===== config.mk =====
export PLATFORM = sky130hd
export DESIGN_NAME = rx_engine
export DESIGN_NICKNAME = d
export VERILOG_FILES = /design/src/rtl/uart_pkg.sv /design/src/rtl/bit_sync.sv /design/src/rtl/rx_engine.sv
export SDC_FILE = /design/constraint.sdc
export NUM_CORES = 1
export LEC_CHECK = 0
export CAP_MARGIN = 40
export CORE_UTILIZATION = 41
export DETAILED_ROUTE_END_ITERATION = 12
export PLACE_DENSITY = 0.68
export SLEW_MARGIN = 20
export SYNTH_ARGS = -nofsm -noshare
export SYNTH_HDL_FRONTEND = slang
export SYNTH_SLANG_ARGS = --single-unit

===== constraint.sdc =====
create_clock -name clk_i -period 1.6 [get_ports clk_i]
set_input_delay 0.24 -clock clk_i [delete_from_list [all_inputs] [get_ports clk_i]]
set_output_delay 0.24 -clock clk_i [all_outputs]
set_load 0.005 [all_outputs]

===== src/rtl/uart_pkg.sv =====
// Shared UART types, constants and the bit-vote helper.
// Latency: none (types and a combinational function only).
// Backpressure: none.
package uart_pkg;

    typedef enum logic [1:0] {
        IDLE,
        START,
        DATA,
        STOP
    } rx_state_t;

    localparam int UART_DATA_BITS = 8;

    // 2-of-3 majority used to resolve each oversampled bit.
    function automatic logic maj3(input logic a, input logic b, input logic c);
        return (a & b) | (a & c) | (b & c);
    endfunction

endpackage


===== src/rtl/bit_sync.sv =====
// Two-flop synchronizer for an asynchronous single-bit input, with a selectable reset value.
// Latency: 2 clk cycles from d to q.
// Backpressure: none; samples every cycle.
// Ports: clk, rst_n (async active-low), d (async input), q (synchronized output).
module bit_sync #(
    parameter logic RST_VAL = 1'b1
) (
    input  logic clk,
    input  logic rst_n,
    input  logic d,
    output logic q
);

    logic meta;

    always_ff @(posedge clk or negedge rst_n) begin
        if (!rst_n) begin
            meta <= RST_VAL;
            q    <= RST_VAL;
        end else begin
            meta <= d;
            q    <= meta;
        end
    end

endmodule


===== src/rtl/rx_engine.sv =====
// UART 8N1 receive engine: oversampled start detect, 3-sample majority per bit, writes good bytes to the RX FIFO.
// Latency: write strobe 9*OSR + OSR/2 + 1 ticks after the start-detect tick, plus 1 clk (and 2 clk of line sync).
// Backpressure: none on the line; a good byte arriving while the FIFO is full is dropped and flagged as overrun.
// Ports: clk_i, reset_n_i (async active-low), osr_tick_i (oversample strobe), rx_en_i (start-detect enable),
//        rx_i (serial line), rx_fifo_full_i -> rx_fifo_wen_o / rx_fifo_data_o (FIFO write side),
//        rx_busy_o (not IDLE), frame_err_o / overrun_err_o (single-cycle error pulses).
module rx_engine
    import uart_pkg::*;
#(
    parameter int OSR = 16
) (
    input  logic       clk_i,
    input  logic       reset_n_i,
    input  logic       osr_tick_i,
    input  logic       rx_en_i,
    input  logic       rx_i,
    input  logic       rx_fifo_full_i,
    output logic       rx_fifo_wen_o,
    output logic [7:0] rx_fifo_data_o,
    output logic       rx_busy_o,
    output logic       frame_err_o,
    output logic       overrun_err_o
);

    localparam int CW = $clog2(OSR);
    localparam logic [CW-1:0] VOTE_A   = CW'(OSR / 2 - 1);
    localparam logic [CW-1:0] VOTE_B   = CW'(OSR / 2);
    localparam logic [CW-1:0] VOTE_C   = CW'(OSR / 2 + 1);
    localparam logic [CW-1:0] LAST_CNT = CW'(OSR - 1);
    localparam logic [2:0]    LAST_BIT = 3'(UART_DATA_BITS - 1);

    rx_state_t                     state;
    logic [CW-1:0]                 osr_cnt;
    logic [2:0]                    bit_cnt;
    logic [UART_DATA_BITS-1:0]     shift_r;
    logic                          rx_s;
    logic                          prev_s;
    logic                          samp_a;
    logic                          samp_b;
    logic                          vote;
    logic                          at_vote;

    bit_sync #(.RST_VAL(1'b1)) u_sync (
        .clk   (clk_i),
        .rst_n (reset_n_i),
        .d     (rx_i),
        .q     (rx_s)
    );

    // Third sample is taken live on the resolving tick.
    assign vote      = maj3(samp_a, samp_b, rx_s);
    assign at_vote   = (osr_cnt == VOTE_C);
    assign rx_busy_o = (state != IDLE);

    always_ff @(posedge clk_i or negedge reset_n_i) begin
        if (!reset_n_i) begin
            state          <= IDLE;
            osr_cnt        <= '0;
            bit_cnt        <= '0;
            shift_r        <= '0;
            prev_s         <= 1'b1;
            samp_a         <= 1'b1;
            samp_b         <= 1'b1;
            rx_fifo_wen_o  <= 1'b0;
            rx_fifo_data_o <= '0;
            frame_err_o    <= 1'b0;
            overrun_err_o  <= 1'b0;
        end else begin
            rx_fifo_wen_o <= 1'b0;
            frame_err_o   <= 1'b0;
            overrun_err_o <= 1'b0;

            if (osr_tick_i) begin
                prev_s <= rx_s;
                if (state != IDLE) begin
                    osr_cnt <= (osr_cnt == LAST_CNT) ? '0 : osr_cnt + 1'b1;
                end
                if (osr_cnt == VOTE_A) samp_a <= rx_s;
                if (osr_cnt == VOTE_B) samp_b <= rx_s;

                case (state)
                    IDLE: begin
                        // Detection tick is count 0 of the start window, so the
                        // first tick spent in START already sees count 1.
                        if (rx_en_i && prev_s && !rx_s) begin
                            state   <= START;
                            osr_cnt <= CW'(1);
                        end
                    end
                    START: begin
                        if (at_vote && vote) begin
                            state <= IDLE;       // glitch, not a real start bit
                        end else if (osr_cnt == LAST_CNT) begin
                            state   <= DATA;
                            bit_cnt <= '0;
                        end
                    end
                    DATA: begin
                        if (at_vote) shift_r <= {vote, shift_r[UART_DATA_BITS-1:1]};
                        if (osr_cnt == LAST_CNT) begin
                            if (bit_cnt == LAST_BIT) state <= STOP;
                            else                     bit_cnt <= bit_cnt + 1'b1;
                        end
                    end
                    STOP: begin
                        // Leave mid stop bit so a following start edge is not missed.
                        if (at_vote) begin
                            state <= IDLE;
                            if (!vote) begin
                                frame_err_o <= 1'b1;
                                prev_s      <= 1'b0;   // line must go high before the next start
                            end else if (rx_fifo_full_i) begin
                                overrun_err_o <= 1'b1;
                            end else begin
                                rx_fifo_wen_o  <= 1'b1;
                                rx_fifo_data_o <= shift_r;
                            end
                        end
                    end
                    default: state <= IDLE;
                endcase
            end
        end
    end

endmodule


Word level (Yosys, flattened, before mapping)
Index checks and enable logic that the tools add are counted.
- eq/ne operators: 16
- mux-type cells: 33
- add/subtract/negate cells: 2
- magnitude comparators: 0
- multiply operators: 0
- shift-type cells: 0
- bitwise operators: 6
- div/mod/pow operators: 0
- reductions and logical operators: 13
- operators with widths (operator ; number):
    1-bit two-way mux ; 17
    4-bit two-way mux ; 4
    2-bit != test (second input constant) ; 7
    4-bit equality test (second input constant) ; 3
    2-bit two-way mux ; 6
    3-bit two-way mux ; 4
    6-bit AND reduction ; 2
    2-bit case mux with 4 select lines ; 1
    3-bit case mux with 2 select lines ; 1
    5-bit AND reduction ; 1
    4-bit by 1-bit adder with 4-bit output (second input constant) ; 1
    2-bit equality test (second input constant) ; 2
    4-bit by 3-bit equality test with 1-bit output (second input constant) ; 1
    2-bit AND reduction ; 2
    2-bit nonzero test ; 2
    3-bit by 1-bit adder with 3-bit output (second input constant) ; 1
    1-bit AND ; 3
    3-bit equality test (second input constant) ; 1
    1-bit logical AND ; 3
    3-bit != test (second input constant) ; 1
    3-bit AND reduction ; 1
    2-bit by 1-bit equality test with 1-bit output (second input constant) ; 1
    2-bit zero test ; 1
    1-bit OR ; 2
    other kinds (2) ; 2
- memory bits (writable): 0
- bits in latches: 0
- register bits after elaboration: 33
- logic and storage cells: 83
- ROM bits: 0
- memories kept: 0
- bits of input ports: 6

Logic depth before layout (Yosys ltp)
Gate-level depths: netlist of the first run.
- depth in word-level cells: 7
- mapped depth: 6
- gate-level depth less buffers: 6

Cells and area by module
Synthesis of the first run repeated with hierarchy kept, for this count alone.
- cell total of the unflattened synthesis: 127
- area, all modules: 1556.5 µm²
- modules (own cells, without submodules) (module ; area each (µm²) ; cells an instance ; times used ; sequential area each (µm²)):
    rx_engine ; 1503.9 ; 125 ; 1 ; 779.5
    bit_sync ; 52.6 ; 2 ; 1 ; 52.6

Least setup slack after synthesis of the first run
No wires, ideal clock.
- path kind: reg2reg
- start: register osr_cnt[1]
- end: register rx_fifo_data_o[4]
- slack: 0.007 ns
- required time: 1.472 ns
- buffers on the path: 0
- data arrival time: 1.465 ns
- period minus slack after synthesis: 1.593 ns
- cell stages (with the launch flop): 7
- cell sequence: dfrtp_1 -> inv_1 -> ha_1 -> nand3b_4 -> nor4b_4 -> nand2_4 -> mux2_1
- longest elaborated chain between the ends: 2
- ends and longest elaborated chain (what ; line ; text):
    start: declaration ; rx_engine.sv:33 ; logic [CW-1:0] osr_cnt;
    start signal: assignment ; rx_engine.sv:76 ; osr_cnt <= (osr_cnt == LAST_CNT) ? '0 : osr_cnt + 1'b1;
    4-bit equality test ; rx_engine.sv:52 ; assign at_vote = (osr_cnt == VOTE_C);
    5-bit AND reduction (no line) ; -- ;
    end signal: assignment ; rx_engine.sv:116 ; rx_fifo_data_o <= shift_r;
    end: declaration ; rx_engine.sv:19 ; output logic [7:0] rx_fifo_data_o,
Every way passes these cells.
A chain may end at the register's enable or synchronous reset.

Worst setup path after layout of the first run
- start: input osr_tick_i
- end: register rx_fifo_data_o[4]
- longest elaborated chain between the ends: 1
- ends and longest elaborated chain (what ; line ; text):
    start: declaration ; rx_engine.sv:14 ; input logic osr_tick_i,
    5-bit AND reduction (no line) ; -- ;
Every way passes these cells.

==> impl_metrics.yaml, run 1 <==
status:
  outcome: "finished with violations"
  violations: "setup timing"
worst_setup_path:
  cp-startpoint: "osr_tick_i"
  crit_type: "in -> reg"
  crit_required_ns: 1.77
  timing.rr.start: "osr_cnt[1]$_DFFE_PN0P_"
  crit_path_cell_trace: "clkdlybuf4s50_1 -> nand2_4 -> nor4b_4 -> buf_4 -> nand2_4 -> mux2_4"
  r2r_cells: 7
  setup.worst_path.end_class: "flop"
  path_common_cell: "nand2_4"
  crit_path_top_delay_cell: "clkdlybuf4s50_1"
  cp.arrival_ns: 1.78
  startpoint_type: "input port"
  worstPathMaxFanout: 6
  critical_path.max_stage_delay_ns: 0.62
timing:
  drv_slew: 0
  skew_ns: 0.00567
  fin_crit_sh_pct: 101
  fmax_ghz: 0.619
  setup_viol: 2
  hold_violations: 0
  tightest_slew_ns: 0.405
  grt_setup_unrepaired: "yes"
  finalWorstSetupSlack_ns: -0.0149
  relSlewSlack_pct: 73.0
  fin_crit_ns: 1.61
floorplan:
  rows: 21
  fp.dieW_um: 62.8
  die_area_um2: 3950
  initial_utilization_pct: 44.1
  die_y_um: 62.8
  coreArea_um2: 3440
  io_pins: 18
synth:
  synth.avg_cell_area_um2: 13.1
  synth_top_family_by_area: "multiplexers"
  synth_cells: 116
  synth_compound_area_share_pct: 8.50
  yosys_warnings: 0
  syn_area_um2: 1520
  synth_cell_types: 35
  synth_nets: 127
  synth_fa_ha_area_share_pct: 4.79
  yosysSeqAreaShare_pct: 54.9
  synth-simple-area-share_pct: 14.1
  ys_seq_elements: 33
  muxShareOfSynthArea_pct: 14.7
  synth_xor_area_share_pct: 0
global_routing:
  grt_pass1_vias: 1128
  grt_max_degree: 34
  grtUsageTotal_pct: 16.8
  grt_first_pass_wirelength_um: 5180
  grt_overflow: 0
  antenna_found_initial: 0
detailed_routing:
  postRouteAntennaNets: 0
  post_drt_via_cell_ratio: 5.11
  drcViolationCount: 0
  drt_iter0_drc: 29
  finalWirelength_um: 2850
  dr_total_vias: 1052
  dr.pass1.iters: 4
  wire_per_inst_um: 13.8
cts:
  cts_tree: "done"
  cts_buffers: 5
  clk_latency_ns: 0.28
  clkTransAtPathRegs_ns: 0.07
  ctsRootBufferMaster: "clkbuf_8"
  cts_htree_levels: 2
  cts_buffer_depth: 2
  cts.sinks: 33
place:
  place_congestion: 0.822
  post-place-ws_ns: -0.278
  dp_hpwl_um: 1990
  portBuffers: 17
cells_and_area:
  n_antenna_cell: 0
  drive_gt1_share_pct: 41.3
  area_growth_pct: 34.9
  fin_nets: 170
pwr:
  finalPower_w: 0.00262
  pwr_density_cell_nw_per_um2: 1280
  cellLeakagePower_nw: 0.931
  ir_drop_v: 0.000690
flow_run:
  cap_violations: 0
hold_path:
  hold_class: "in -> async"
-- per-stage QoR --
stage / std cells / hold WS [ns] / setup TNS (ns) / area [um^2] / utilization (%)
detailed placement: 192 / 0.354 / -4.68 / 1850 / 53.8
global placement: 192 / 0.347 / -3.82 / 1850 / 53.8
floorplan: 116 / -0.0556 / 0 / 1520 / -
CTS: 205 / 0.357 / -0.198 / 2030 / 59.0
finish: 206 / 0.351 / -0.0179 / 2050 / 59.4
global route: 206 / 0.371 / -0.416 / 2050 / 59.4
-- logic make-up after synthesis --
family	Yosys count
AND/OR/NAND/NOR	27
flip-flops	33
AO/OA/AOI/OAI	21
multiplexers	20
buffers and inverters	9
adder cells (fa/ha/maj)	6
-- sequential cells by signal, indices dropped and copies added, names as in the netlist, named ones only --
signal / cells
u_sync.meta: 1
u_sync.q: 1
shift_r: 8
samp_b: 1
state: 1
osr_cnt: 4
samp_a: 1
overrun_err_o: 1
bit_cnt: 3
prev_s: 1
frame_err_o: 1
rx_fifo_wen_o: 1
rx_fifo_data_o: 8
-- timing repair --
| item | CTS | global route |
|---|---|---|
| gates resized for setup | 8 | 4 |
| setup buffers | 4 | 1 |
| cloned | 1 | 0 |
| hold buffers | 0 | 0 |
| pin swaps | 2 | 2 |
| endpoints found under the setup margin | 9 | 15 |
-- layout make-up --
cell class,count,area (um^2)
Clock buffer,7,86.3
Clock inverter,1,30.0
Fill cell,299,1400
Inverter,6,22.5
Multi-Input combinational cell,75,676
Sequential cell,33,835
Tap cell,46,57.6
Timing Repair Buffer,38,339
-- per-layer routing --
metal	track usage, %	share of wire (%)
met2	25.7	50
met4	6.10	0.74
met1	22.3	46
met5	0	0
met3	5.47	3.2
-- power breakdown --
group	switching [W]	internal (W)	total (W)
combinational	0.000329	0.000374	0.000703
sequential	0.000118	0.00101	0.00113
clock	0.000289	0.000507	0.000797
-- cell usage in the layout (no fill, tap or decap), types with 2 or more instances in the layout --
cell	n
nand2_1	5
clkbuf_8	6
a21oi_1	2
nand2_4	2
clkdlybuf4s50_1	16
nand3_1	5
dfstp_2	5
dfrtp_1	26
mux2i_1	2
dfrtp_2	2
a22oi_1	2
nor3b_1	2
inv_1	4
nor2_1	2
ha_1	4
mux2_2	17
buf_4	20
o21ai_0	10
-- final timing paths --
| kind | end | slack [ns] |
|---|---|---|
| max | rx_fifo_data_o[4]$_DFFE_PN0P_ | -0.01 |
| min in group clk_i | u_sync.meta$_DFF_PN1_ | 0.36 |
| max reg2reg | rx_fifo_data_o[4]$_DFFE_PN0P_ | 0 |
| min reg2reg | u_sync.q$_DFF_PN1_ | 0.36 |
| max in group asynchronous | samp_b$_DFFE_PN1P_ | 0.92 |
| min | async pin | 0.35 |
-- critical path: cells and delay by family --
family / cells / cell delay [ns]
multiplexers: 1 / 0.31
AND/OR/NAND/NOR: 3 / 0.44
buffers and inverters: 2 / 0.79
-- synthesized netlist by cell type, drive strengths merged --
cell | number | area, um^2
inv | 5 | 18.8
maj3 | 1 | 10.0
a221oi | 1 | 8.76
a31oi | 1 | 6.26
dfstp | 5 | 131
nand2 | 7 | 41.3
and4 | 2 | 18.8
or3 | 1 | 7.51
o31ai | 1 | 7.51
buf | 3 | 23.8
clkinv | 1 | 3.75
nor4b | 1 | 23.8
nand4 | 1 | 6.26
a22oi | 2 | 15.0
nor2 | 3 | 11.3
a32o | 1 | 10.0
mux2i | 2 | 20.0
nand3 | 5 | 25.0
nor3 | 1 | 16.3
a22o | 1 | 8.76
mux2 | 18 | 203
o21ai | 11 | 55.1
ha | 5 | 62.6
dfrtp | 28 | 701
and3b | 1 | 8.76
nand3b | 1 | 20.0
a21o | 1 | 7.51
nor3b | 4 | 35.0
a21oi | 2 | 10.0
Note: power is estimated with default switching activity, not from simulation.
==> run 2: changes to the inputs <==
--- a/config.mk
+++ b/config.mk
@@ -5,6 +5,7 @@
 export SDC_FILE = /design/constraint.sdc
 export NUM_CORES = 1
 export LEC_CHECK = 0
+export ABC_AREA = 1
 export CAP_MARGIN = 40
 export CORE_UTILIZATION = 41
 export DETAILED_ROUTE_END_ITERATION = 12
==> run 2 against run 1 <==
The flow now finishes without violations. Cell area shrank 2.1%. Critical path type is now reg -> reg. First-iteration DRC count rose to 2.8 times the previous value. Flip-flop and latch count stayed put. Register-to-register slack gained 0.11 ns. Clock power about the same. Largest power group unchanged. Critical path depth rose by 2. Synthesized cell count up 50%. Via count is 16% higher.
==> impl_metrics.yaml, run 2 <==
synth:
  yosys-top-cells-count: "nand2_1, dfrtp_1, inv_1"
  synth_nets: 185
  yosys_warnings: 0
  synth_cells: 174
  synth.avg_cell_area_um2: 9.10
  yosysMostFrequentCell: "nand2_1"
  synth_area_leader_cell: "dfrtp_1"
  synth_cell_types: 24
  yosysSeqAreaShare_pct: 52.5
  synth.top_cell.area_share_pct: 44.2
  ys_seq_elements: 33
  synth_enable_flop_cells: 0
  ys_top_cells_by_area: "dfrtp_1, nand2_1, dfstp_2"
  synth_ff_type: "dfrtp_1"
  syn_area_um2: 1580
  async_reset_ff_share_pct: 100
cts:
  cts_tree: "done"
  cts.sinks: 33
  ctsRootBufferMaster: "clkbuf_8"
  cts_buffer_depth: 2
  clkTransAtPathRegs_ns: 0.06
  hold_buffers: 0
  cts_buffers: 5
  clk_latency_ns: 0.28
  cts_htree_levels: 2
floorplan:
  die_area_um2: 4120
  fp.dieW_um: 64.2
  rows: 22
  coreArea_um2: 3690
  die_y_um: 64.2
  initial_utilization_pct: 42.9
  io_pins: 18
timing:
  hold_violations: 0
  setup_viol: 0
  drv_slew: 0
  skew_ns: 0.00246
  tightest_slew_ns: 0.408
  finalWorstSetupSlack_ns: 0.111
  final.setup.tns_ns: 0
  fin_crit_ns: 1.49
  whs_ns: 0.358
  fin_crit_sh_pct: 93.1
  grt_setup_unrepaired: "no"
  fmax_ghz: 0.672
  relSlewSlack_pct: 72.8
global_routing:
  grt_overflow: 0
  grt_max_degree: 34
  antenna_found_initial: 0
  grt_first_pass_wirelength_um: 5050
  grt_pass1_vias: 1171
  grtUsageTotal_pct: 16.5
detailed_routing:
  post_drt_via_cell_ratio: 4.87
  dr.pass1.iters: 4
  dr_total_vias: 1223
  wire_per_inst_um: 12.3
  postRouteAntennaNets: 0
  finalWirelength_um: 3080
  drt_iter0_drc: 82
  drcViolationCount: 0
cells_and_area:
  area_growth_pct: 26.4
  layout_commonest_cell: "nand2_1"
  largestRegisters: "rx_fifo_data_o: 8 flops, shift_r: 8 flops, osr_cnt: 4 flops"
  fin_nets: 213
  n_antenna_cell: 0
  drive_gt1_share_pct: 23.6
  fill_cells: 327
  final_cell_mix: "nand2_1, dfrtp_1, inv_1, clkdlybuf4s50_1, nand3_1"
place:
  portBuffers: 17
  dp_hpwl_um: 2120
  place_congestion: 0.831
  post-place-ws_ns: 0.0759
status:
  outcome: "complete, no violations"
worst_setup_path:
  crit_type: "reg -> reg"
  startpoint_type: "flop"
  worstPathMaxFanout: 4
  cp.arrival_ns: 1.67
  crit_required_ns: 1.78
  setup.worst_path.end_class: "flop"
pwr:
  pwr_density_cell_nw_per_um2: 1440
  finalPower_w: 0.00288
  cellLeakagePower_nw: 0.951
  ir_drop_v: 0.000759
flow_run:
  cap_violations: 0
hold_path:
  hold_class: "in -> async"
==> run 2: cell types whose count changed in the layout (fill, tap and decap cells not counted), moves of 4 or more <==
cell	change
o21ai_0	-6
buf_4	-14
inv_1	+18
mux2_2	-17
nand3_2	+4
o21ai_1	+5
nand3_1	+6
nand2_1	+41
nand4_1	+4
o21ai_2	+6
nand2_2	+6
==> run 2: per-layer routing <==
layer	wire length (um)	GRT usage [%]	share of wire [%]
met4	70	9.17	2.3
met3	151	6.79	4.9
met2	1540	25.4	50
met5	0	0	0
met1	1320	19.5	43
==> run 2: logic make-up after synthesis <==
kind of cell,Yosys count,share of synthesized area (%)
simple gates,87,27.5
flops,33,52.5
fa+ha+maj,5,3.95
xor+xnor,1,0.553
compound gates,20,8.22
buf+inv,28,7.27
==> run 2: final cells by class <==
| class | instances | area [um^2] | share of cell area, % |
|---|---|---|---|
| Sequential cell | 33 | 832 | 41.6 |
| Multi-Input combinational cell | 114 | 682 | 34.1 |
| Timing Repair Buffer | 23 | 218 | 10.9 |
| Inverter | 25 | 93.8 | 4.69 |
| Clock buffer | 7 | 86.3 | 4.31 |
| Tap cell | 48 | 60.1 | 3.00 |
| Clock inverter | 1 | 30.0 | 1.50 |
==> run 2: timing repair <==
item	4_1_cts	5_1_grt
setup endpoints to repair	1	11
setup buffers	2	1
pin swaps	1	2
gates cloned	0	1
resized for setup	1	9
==> run 2: worst paths after layout <==
path | slack (ns) | cells after the start | end | startpoint
max in group asynchronous | 0.92 | 2 | samp_b$_DFFE_PN1P_ | reset_n_i
worst max register to register | 0.11 | 8 | flop | osr_cnt[0]$_DFFE_PN0P_
worst max-delay path | 0.11 | 8 | flop | osr_cnt[0]$_DFFE_PN0P_
min in group clk_i | 0.36 | 0 | u_sync.q$_DFF_PN1_ | u_sync.meta$_DFF_PN1_
worst min-delay path | 0.36 | 2 | rx_fifo_data_o[0]$_DFFE_PN0P_ | reset_n_i
worst min register to register | 0.36 | 0 | u_sync.q$_DFF_PN1_ | u_sync.meta$_DFF_PN1_
==> run 2: worst max-delay path: stages, from the launching register on <==
cell and delay [ns]:
dfrtp_1 0.40, ha_1 0.26, nand3_2 0.15, nand2_1 0.10
nand3_1 0.09, nor2_2 0.16, nand3_1 0.10, nand2_1 0.07
nand2_1 0.05
==> run 2: where the power goes <==
part	total [W]	switching, W	internal (W)	leakage (nW)
sequential	0.00110	0.000119	0.000980	0.431
clock	0.000797	0.000289	0.000507	0.0585
combinational	0.000986	0.000621	0.000365	0.461
total	0.00288	0.00103	0.00185	0.951
==> run 2: stage by stage <==
stage / utilization [%] / cells / area [um^2]
final: 54.3 / 251 / 2000
after global routing: 54.3 / 251 / 2000
after CTS: 52.8 / 249 / 1950
after detailed placement: 49.2 / 239 / 1820
after global placement: 49.2 / 239 / 1820
after floorplan: - / 174 / 1580
==> run 3: changes to the inputs <==
--- a/config.mk
+++ b/config.mk
@@ -9,6 +9,7 @@
 export CAP_MARGIN = 40
 export CORE_UTILIZATION = 41
 export DETAILED_ROUTE_END_ITERATION = 12
+export GPL_ROUTABILITY_DRIVEN = 0
 export PLACE_DENSITY = 0.68
 export SLEW_MARGIN = 20
 export SYNTH_ARGS = -nofsm -noshare
==> results of run 3 <==
No change in the layout: final DEF, timing and power equal those of run 2.
